--- src/rtl/perf_pkg.sv ---
// Shared types and counter indices for the performance-counter page sequencer.
// Counter order matches the packed telemetry bus from the CPU.
package perf_pkg;

    localparam int NUM_CNT  = 11;
    localparam int CI_CYCLE = 0;
    localparam int CI_INSTR = 1;
    localparam int CI_JUMP  = 2;
    localparam int CI_BRT   = 3;
    localparam int CI_BRNT  = 4;
    localparam int CI_STALL = 5;
    localparam int CI_LOAD  = 6;
    localparam int CI_STORE = 7;
    localparam int CI_FLUSH = 8;
    localparam int CI_FWD   = 9;
    localparam int CI_ALU   = 10;

    typedef enum logic [1:0] {
        PG_OVERVIEW,
        PG_BRANCH,
        PG_MEMHAZ,
        PG_DEBUG
    } page_t;

    typedef enum logic [1:0] {
        DB_IDLE,
        DB_PRESS_CHK,
        DB_HELD,
        DB_REL_CHK
    } deb_state_t;

endpackage

--- src/rtl/key_debounce.sv ---
// Push-button debouncer: a level change is accepted after DEB_CYC stable samples.
// pulse is high for the one cycle whose clock edge moves the FSM into HELD.
module key_debounce
    import perf_pkg::*;
#(
    parameter int DEB_CYC = 3
) (
    input  logic clk,
    input  logic reset_n,
    input  logic key_n,
    output logic pressed,
    output logic pulse
);

    localparam int CW = (DEB_CYC > 1) ? $clog2(DEB_CYC) : 1;
    localparam logic [CW-1:0] LAST = CW'(DEB_CYC - 1);

    deb_state_t state, state_nxt;
    logic [CW-1:0] cnt, cnt_nxt;

    always_ff @(posedge clk or negedge reset_n) begin
        if (!reset_n) begin
            state <= DB_IDLE;
            cnt   <= '0;
        end else begin
            state <= state_nxt;
            cnt   <= cnt_nxt;
        end
    end

    always_comb begin
        state_nxt = state;
        cnt_nxt   = '0;
        unique case (state)
            DB_IDLE: begin
                if (!key_n) state_nxt = DB_PRESS_CHK;
            end
            DB_PRESS_CHK: begin
                if (key_n)            state_nxt = DB_IDLE;
                else if (cnt == LAST) state_nxt = DB_HELD;
                else                  cnt_nxt   = cnt + 1'b1;
            end
            DB_HELD: begin
                if (key_n) state_nxt = DB_REL_CHK;
            end
            DB_REL_CHK: begin
                if (!key_n)           state_nxt = DB_HELD;
                else if (cnt == LAST) state_nxt = DB_IDLE;
                else                  cnt_nxt   = cnt + 1'b1;
            end
        endcase
    end

    always_comb begin
        pressed = (state == DB_HELD) || (state == DB_REL_CHK);
        pulse   = (state == DB_PRESS_CHK) && !key_n && (cnt == LAST);
    end

endmodule

--- src/rtl/perf_page_sched.sv ---
// Page sequencer for the 7-segment performance display: paging, auto-rotate,
// freeze snapshot and user-interaction counting.
module perf_page_sched
    import perf_pkg::*;
#(
    parameter int CNT_W     = 9,
    parameter int DEB_CYC   = 3,
    parameter int PAGE_HOLD = 16
) (
    input  logic                     clk,
    input  logic                     reset_n,
    input  logic                     key_next_n,
    input  logic                     key_frz_n,
    input  logic                     sw_auto,
    input  logic [1:0]               sw_page,
    input  logic [NUM_CNT*CNT_W-1:0] cnt_in,
    output logic [1:0]               page,
    output logic                     frozen,
    output logic [CNT_W-1:0]         user_cnt,
    output logic [CNT_W-1:0]         hex2_val,
    output logic [CNT_W-1:0]         hex1_val,
    output logic [CNT_W-1:0]         hex0_val
);

    localparam int TW = $clog2(PAGE_HOLD);
    localparam logic [TW-1:0] T_LAST = TW'(PAGE_HOLD - 1);

    logic             next_pulse, frz_pulse;
    logic [1:0]       unused_held;
    page_t            page_q;
    logic [TW-1:0]    timer;
    logic             frozen_q;
    logic [CNT_W-1:0] live [NUM_CNT];
    logic [CNT_W-1:0] snap [NUM_CNT];
    logic [CNT_W-1:0] src  [NUM_CNT];
    logic [CNT_W-1:0] snap_user, src_user;
    logic [CNT_W-1:0] h2, h1, h0;

    key_debounce #(.DEB_CYC(DEB_CYC)) u_deb_next (
        .clk     (clk),
        .reset_n (reset_n),
        .key_n   (key_next_n),
        .pressed (unused_held[0]),
        .pulse   (next_pulse)
    );

    key_debounce #(.DEB_CYC(DEB_CYC)) u_deb_frz (
        .clk     (clk),
        .reset_n (reset_n),
        .key_n   (key_frz_n),
        .pressed (unused_held[1]),
        .pulse   (frz_pulse)
    );

    always_comb begin
        for (int i = 0; i < NUM_CNT; i++) begin
            live[i] = cnt_in[i*CNT_W +: CNT_W];
            src[i]  = frozen_q ? snap[i] : live[i];
        end
        src_user = frozen_q ? snap_user : user_cnt;
    end

    // A next pulse coinciding with timer expiry still advances a single page.
    always_ff @(posedge clk or negedge reset_n) begin
        if (!reset_n) begin
            page_q <= PG_OVERVIEW;
            timer  <= '0;
        end else if (!sw_auto) begin
            page_q <= page_t'(sw_page);
            timer  <= '0;
        end else if (next_pulse || timer == T_LAST) begin
            page_q <= page_t'(page_q + 2'd1);
            timer  <= '0;
        end else begin
            timer  <= timer + 1'b1;
        end
    end

    always_ff @(posedge clk or negedge reset_n) begin
        if (!reset_n) begin
            user_cnt <= '0;
        end else begin
            user_cnt <= user_cnt + CNT_W'(next_pulse) + CNT_W'(frz_pulse);
        end
    end

    // Snapshot takes the pre-edge user count, before this edge's increment.
    always_ff @(posedge clk or negedge reset_n) begin
        if (!reset_n) begin
            frozen_q  <= 1'b0;
            snap_user <= '0;
            for (int i = 0; i < NUM_CNT; i++) snap[i] <= '0;
        end else if (frz_pulse) begin
            frozen_q <= ~frozen_q;
            if (!frozen_q) begin
                snap      <= live;
                snap_user <= user_cnt;
            end
        end
    end

    always_comb begin
        h2 = '0;
        h1 = '0;
        h0 = '0;
        unique case (page_q)
            PG_OVERVIEW: begin
                h2 = src[CI_CYCLE];
                h1 = src[CI_INSTR];
                h0 = src_user;
            end
            PG_BRANCH: begin
                h2 = src[CI_JUMP];
                h1 = src[CI_BRT];
                h0 = src[CI_BRNT];
            end
            PG_MEMHAZ: begin
                h2 = src[CI_STALL];
                h1 = src[CI_LOAD];
                h0 = src[CI_STORE];
            end
            PG_DEBUG: begin
                h2 = src[CI_FLUSH];
                h1 = src[CI_FWD];
                h0 = src[CI_ALU];
            end
        endcase
    end

    always_ff @(posedge clk or negedge reset_n) begin
        if (!reset_n) begin
            hex2_val <= '0;
            hex1_val <= '0;
            hex0_val <= '0;
        end else begin
            hex2_val <= h2;
            hex1_val <= h1;
            hex0_val <= h0;
        end
    end

    assign page   = page_q;
    assign frozen = frozen_q;

endmodule

--- config.mk ---
export PLATFORM = sky130hd
export DESIGN_NAME = perf_page_sched
export DESIGN_NICKNAME = d
export VERILOG_FILES = /design/src/rtl/perf_pkg.sv /design/src/rtl/key_debounce.sv /design/src/rtl/perf_page_sched.sv
export SDC_FILE = /design/constraint.sdc
export NUM_CORES = 1
export LEC_CHECK = 0
export ABC_AREA = 1
export CORE_MARGIN = 3
export CORE_UTILIZATION = 57
export DETAILED_ROUTE_END_ITERATION = 16
export GPL_TIMING_DRIVEN = 0
export PLACE_DENSITY = 0.88
export SYNTH_ARGS = -nofsm -noshare
export SYNTH_HDL_FRONTEND = slang
export SYNTH_HIERARCHICAL = 1
export SYNTH_SLANG_ARGS = --single-unit
--- constraint.sdc ---
create_clock -name clk -period 4.85 [get_ports clk]
set_clock_uncertainty 0.15 [all_clocks]
set_input_delay 0.97 -clock clk [delete_from_list [all_inputs] [get_ports clk]]
set_output_delay 0.97 -clock clk [all_outputs]
set_load 0.005 [all_outputs]
# Word level (Yosys, flattened, before mapping)
# Index checks and enable logic that the tools add are counted.
# word_totals
register_bits,159
input_bits,106
output_inout_bits,39
word_cells,105
# classes
n_addsub,6
eq_ne,21
n_mux,41
n_bitwise,1
reduce_logical,13
# op_table
cell,n
$mux 9,12
$pmux 9 s4,3
$mux 2,20
$add 9x1->9,2
$eq 2x2->1 const B,8
$pmux 2 s4,2
$ne 3x2->1 const B,4
$mux 4,2
$ne 2x2->1 const B,4
$pmux 2 s2,2
$reduce_and 4->1,2
$add 2x1->2 const B,3
$eq 2x1->1 const B,3
$logic_not 2->1,3
$add 4x1->4 const B,1
$eq 4x4->1 const B,1
$logic_and 1x1->1,4
$logic_not 1->1,2
$ne 2x1->1 const B,1
$reduce_and 2->1,1
$logic_or 1x1->1,1
$not 1->1,1

# Longest topological paths before layout
# Gate-level depths: netlist (run 1).
# depth
depth_word,6
depth_mapped,13
ltp_nobuf,12

# Modules after synthesis
# Netlist (run 1), hierarchy kept.
# by_module_without_submodules
module,instances,cells_per_inst,area_each_um2,seq_area_each_um2
perf_page_sched,1,1043,7691.1,3778.6
key_debounce,2,25,190.2,100.1

# Least setup slack after synthesis (run 1)
# OpenSTA, ideal clock, no wires.
# synth_path
path_kind,in2reg
startpoint,input key_frz_n
endpoint,register user_cnt[6]
setup_ps,117
t_arrival_ps,2608
required_time_ps,4583
path_slack_ps,1975
stages,13
path_buffers,1
path_cell_list,inv_1 -> nand2_1 -> nor2_1 -> buf_2 -> inv_1 -> fa_1 -> inv_1 -> ha_1 -> nand2_1 -> nor2_1 -> nand3_1 -> nand2_1 -> nand2_1
# synth_via
elab_chain_len,4
# synth_rtl
element,line,rtl
from (decl),perf_page_sched.sv:13,"input logic key_frz_n,"
$logic_not 1->1,n/a,
$logic_and 1x1->1 (2 in a row),key_debounce.sv:56,pulse = (state == DB_PRESS_CHK) && !key_n && (cnt == LAST);
named net frz_pulse,perf_page_sched.sv:28,"logic next_pulse, frz_pulse;"
$add 9x1->9,perf_page_sched.sv:83,user_cnt <= user_cnt + CNT_W'(next_pulse) + CNT_W'(frz_pulse);
to (signal assigned),perf_page_sched.sv:83,
to (decl),perf_page_sched.sv:19,"output logic [CNT_W-1:0] user_cnt,"
# The timed path passes the listed nets, and every way through them passes these cells.
# A chain may end at the register's enable or synchronous reset.

# Final worst setup path (run 1)
# layout_path
startpoint,input key_frz_n
endpoint,register user_cnt[8]
# Same word-level chain as after synthesis.

==> flow_summary.toml, run 1 <==
[placed_design]
gp_congestion = 0.928
numPortBuffers = 144
pre_cts_ws_ns = 0.980
dpl.hpwl_um = 17900
placed_area_sq_mm = 0.00975

[finish]
utilization = 0.760
syn_to_final_growth_pct = 27.8
drive_gt1_frac = 0.0773
fin_area_sq_mm = 0.0103
final_cell_mix = "nand2_1 (475), dfrtp_1 (159), clkdlybuf4s50_1 (143)"
fillers = 1057
final_common_cell = "nand2_1"
final_net_count = 1368
insertedDiodeCount = 0

[global_routing]
grt_pass1_vias = 8276
grt_max_degree = 84
grt_first_pass_wirelength_um = 41700
antenna_found_initial = 0
grtUsageTotal = 0.339
overflow = 0

[setup_path]
cp_top_family = "buffers and inverters"
startpoint_type = "primary input"
cp.arrival_ns = 3.66
cp-startpoint = "key_frz_n"
crit_type = "in2reg"
crit_path_cell_trace = "clkdlybuf4s50_1 -> inv_1 -> nand2_1 -> nor2_1 -> buf_2 -> inv_1 -> fa_1 -> inv_1 -> ha_1 -> nand2_1 -> nor2_1 -> nand3_1 -> nand2_1 -> nand2_1"
timing.rr.start = "u_deb_frz/cnt[0]"
required_ns = 5.02
cp_num_buf_inv = 5
cpMaxStageDelayCell = "clkdlybuf4s50_1"
crit_top_cell = "nand2_1"
slowest_delay_ns = 0.45
cp-end-kind = "flip-flop"
crit_path_max_fanout = 10

[die]
core_area_sq_mm = 0.0136
start_util = 0.595
row_count = 42
io_pins = 145
die-area_sq_mm = 0.0156
chipHeight_um = 125
die_w_um = 125

[sta]
slew_headroom = 0.527
finalHoldViolCount = 0
drv_slew = 0
fmax_mhz = 286
min_period_over_period = 0.720
fin_ws_ns = 1.36
tightest_slew_ns = 0.709
rsz0062_at_grt = "false"
fin_crit_ns = 3.49
setup_viol = 0

[power]
p_seq_frac = 0.423
p_switching_uw = 1830
swShare = 0.355
p_leak_uw = 0.00548
combPwrFrac = 0.327
power.density_mw_per_mm2 = 501
internal_power_uw = 3330
vdd_drop_max_v = 0.000328
power_frac_clock = 0.250

[cts]
clock_path_buffers = 2
clk_pin_slew_ns = 0.06
cts.hold.buffers_added = 0
cts_root_buf = "clkbuf_16"
cts_num_sinks = 159
cts_tree = "built"
cts_resized = 0
post_cts_buffers = 0
cts_buffers = 17
clk_latency_ns = 0.44
htree_levels = 4

[synthesis]
syn_avg_cell_area_sq_um = 7.39
synth_area_sq_mm = 0.00806
yosys_warnings = 6
synth_nets = 1204
netlist_instances = 1091

[routing]
wl_per_cell_um = 18.2
via_per_inst = 5.78
drc = 0
drt_iter0_drc = 1338
vias = 8337
ant_nets = 0
dr.pass1.iters = 9
wl_um = 26300

[min_path]
hp-class = "reg2reg"
min_from = "snap[68]"

[run]
maxCapViolCount = 0

[status]
outcome = "finished clean"
-- registers in the layout, summed over array words and instances (netlist names), named ones only --
signal            count
hex0_val              9
u_deb_frz/cnt         2
u_deb_next/cnt        2
u_deb_next/state      1
frozen                1
u_deb_frz/state       1
timer                 4
hex1_val              9
snap_user             9
user_cnt              9
snap                 99
hex2_val              9
page                  2
-- final timing paths --
kind                                    end  slack (ns)  depth (start not counted)
worst max-delay path            user_cnt[8]        1.36                         14
worst min-delay path               snap[68]        0.32                          2
worst max register to register  user_cnt[8]        1.91                         13
worst min register to register     snap[68]        0.32                          2
max in group asynchronous       user_cnt[4]        3.26                          2
min in group asynchronous          snap[15]        0.42                          1
-- layer usage --
metal / wire, um / vias up / part of all wire / global-route usage
met3: 3160 / 128 / 0.12 / 0.0887
met4: 1630 / 0 / 0.062 / 0.197
met2: 11800 / 644 / 0.45 / 0.527
li1: - / 3735 / - / -
met5: 0 / - / 0 / 0
met1: 9670 / 3830 / 0.37 / 0.431
-- power groups by stage --
| stage | clock, uW | combinational [uW] | sequential [uW] |
|---|---|---|---|
| after global placement | 0 | 1570 | 2160 |
| after global routing | 1340 | 1860 | 2240 |
| after CTS | 1290 | 1660 | 2170 |
| after detailed placement | 0 | 1640 | 2180 |
| after floorplan | 0 | 938 | 2120 |
| final | 1290 | 1690 | 2190 |
-- through the flow --
stage | hold WS [ns] | setup TNS, ns | cells | total power (uW)
after floorplan | 0.279 | 0 | 1091 | 3060
after global placement | 0.302 | -582.07 | 1411 | 3730
after detailed placement | 0.308 | 0 | 1412 | 3810
after CTS | 0.323 | 0 | 1443 | 5110
after global routing | 0.339 | 0 | 1443 | 5440
final | 0.322 | 0 | 1443 | 5170
-- final cells by class --
cell class	count	area, sq um	share of cell area
well taps	176	220	0.0214
flip-flops and latches	159	3980	0.386
multi-input cells	762	3320	0.322
inverters	104	390	0.0379
clock buffers	26	499	0.0484
clock inverters	5	55.1	0.00534
repair buffers	145	1470	0.143
plain buffers	66	375	0.0364
-- worst min-delay path: stages (launching register included) --
cell and delay, ns:
dfrtp_1 0.34, nand2_1 0.05, nand2_1 0.05
(Power assumes the default switching activity.)
==> run 2: changes to the inputs <==
- CORE_UTILIZATION: 57 -> 48
- PLACE_DENSITY: 0.88 -> 0.79
- clock period: 4.85 -> 3.15 ns (I/O delays scaled with it)
==> run 2 against run 1 <==
Compared with the run above: worst hold slack worse by 0.0014 ns; first-iteration DRC count is 41% lower; critical path depth stayed put; global-route usage is 5.7 points lower; critical path type unchanged; critical endpoint unchanged; highest routed layer unchanged.
==> flow_summary.toml, run 2 (same netlist as run 1, synthesis figures left out) <==
[min_path]
min_from = "timer[0]"
holdPathEnd = "timer[0]"
worstHoldPathCells = 1
hp-class = "reg2reg"

[finish]
syn_to_final_growth_pct = 28.9
drive_gt1_frac = 0.0827
final_common_cell = "nand2_1"
final_net_count = 1369
fin_cells = 1485
regMostFlops = "snap"
insertedDiodeCount = 0
final_cell_mix = "nand2_1 (475), dfrtp_1 (159), clkdlybuf4s50_1 (143)"
largest_register_ffs = 99

[global_routing]
grt_pass1_vias = 7757
overflow = 0
grtUsageTotal = 0.282
grt_max_degree = 118
antenna_found_initial = 0
grt_first_pass_wirelength_um = 39900

[power]
p_seq_frac = 0.422
vdd_drop_max_v = 0.000468
p_switching_uw = 2840
power_frac_clock = 0.255
combPwrFrac = 0.323
power_uw = 7920
power.density_mw_per_mm2 = 762
swShare = 0.358
internal_power_uw = 5090
p_leak_uw = 0.00548

[die]
row_count = 46
io_pins = 145
start_util = 0.499
core_area_sq_mm = 0.0162
die-area_sq_mm = 0.0184
chipHeight_um = 136
die_w_um = 136

[cts]
clk_latency_ns = 0.43
cts_num_sinks = 159
post_cts_buffers = 0
cts_buffers = 17
clock_path_buffers = 2
htree_levels = 4
clk_pin_slew_ns = 0.06
cts_root_buf = "clkbuf_16"
cts_tree = "built"

[status]
outcome = "finished clean"

[setup_path]
ff2ff_setup_slack_ns = 0.30
cp.arrival_ns = 3.22
crit_path_max_fanout = 10
cp-startpoint = "key_frz_n"
required_ns = 3.33
crit_type = "in2reg"
timing.rr.start = "u_deb_frz/cnt[0]"
cpMaxStageDelayCell = "clkdlybuf4s50_1"
slowest_delay_ns = 0.44
cp-end-kind = "flip-flop"
startpoint_type = "primary input"
regToRegEndpoint = "user_cnt[8]"
crit_path_cell_trace = "clkdlybuf4s50_1 -> inv_1 -> nand2_1 -> nor2_2 -> buf_2 -> inv_1 -> fa_1 -> inv_1 -> ha_1 -> nand2_1 -> nor2_1 -> nand3_1 -> nand2_1 -> nand2_1"
crit_top_cell = "nand2_1"
r2r_cells = 13

[placed_design]
pre_cts_ws_ns = -0.342
dp.cells = 1452
gp_congestion = 0.919
dpl.hpwl_um = 17900
numPortBuffers = 144

[sta]
tightest_slew_ns = 0.621
setup_viol = 0
slew_headroom = 0.586
fin_ws_ns = 0.110
rsz0062_at_grt = "false"
finalHoldViolCount = 0
min_period_over_period = 0.965
holdWs_ns = 0.320
tns_ns = 0
drv_slew = 0
fin_crit_ns = 3.04
fmax_mhz = 329

[routing]
ant_nets = 0
drt_iter0_drc = 787
wl_per_cell_um = 17.3
via_per_inst = 5.44
drc = 0
wl_um = 25800
dr.pass1.iters = 5
vias = 8074

[run]
maxCapViolCount = 0
[run 2: cell types whose count changed in the layout (fill, tap and decap cells not counted)]
| cell | previous run | this run |
|---|---|---|
| buf_6 | 2 | 1 |
| buf_8 | 0 | 1 |
| clkbuf_8 | 4 | 1 |
| nor2_2 | 2 | 3 |
| dlygate4sd3_1 | 0 | 1 |
| nor2_1 | 16 | 15 |
| clkbuf_1 | 12 | 7 |
| clkinv_2 | 2 | 1 |
| clkinv_4 | 0 | 3 |
| inv_6 | 0 | 4 |
| clkinvlp_4 | 2 | 5 |
[run 2: worst max-delay path by stage]
stage / to / slack [ns] / cells after the start
finish: user_cnt[8] / 0.11 / 14
global route: user_cnt[6] / 0.03 / 14
CTS: user_cnt[8] / 0.09 / 14
detailed placement: user_cnt[8] / -0.34 / 14
global placement: u_deb_next/cnt[0] / -5.22 / 1
floorplan: user_cnt[6] / 0.61 / 13
[run 2: area by class of cell]
type | instances | area, sq um
Buffer | 66 | 375
Clock buffer | 18 | 439
Clock inverter | 14 | 134
Fill cell | 1397 | 5780
Inverter | 104 | 390
Multi-Input combinational cell | 762 | 3320
Sequential cell | 159 | 3980
Tap cell | 216 | 270
Timing Repair Buffer | 146 | 1480
[run 2: per-layer routing]
layer,vias up,part of all wire,global-route usage
met2,505,0.44,0.428
met3,93,0.11,0.0758
met5,-,0,0
met4,0,0.048,0.139
li1,3735,-,-
met1,3741,0.40,0.375
[run 2: worst max-delay path: cells and delay by family]
family | cells | cell delay [ns]
buffers and inverters | 5 | 1.09
AND/OR/NAND/NOR | 7 | 0.93
adder cells (fa/ha/maj) | 2 | 0.56
[run 2: power groups by stage]
stage                     combinational [uW]  sequential (uW)  clock (uW)
final                                   2560             3350        2020
after global routing                    2860             3430        2120
after CTS                               2540             3330        2030
after detailed placement                2520             3350           0
after global placement                  2430             3330           0
after floorplan                         1440             3270           0
[run 2: metrics by stage]
| stage | cell area [sq um] | util |
|---|---|---|
| after detailed placement | 9810 | 0.606 |
| after floorplan | 8060 | - |
| after global placement | 9780 | 0.604 |
| after CTS | 10400 | 0.643 |
| after global routing | 10400 | 0.643 |
| final | 10400 | 0.643 |
[run 2: what timing repair did]
action | 4_1_cts | 5_1_grt
endpoints found under the setup margin | 0 | 2
hold endpoints to repair | 42 | 0
resized for setup | 0 | 1
hold buffers | 1 | 0
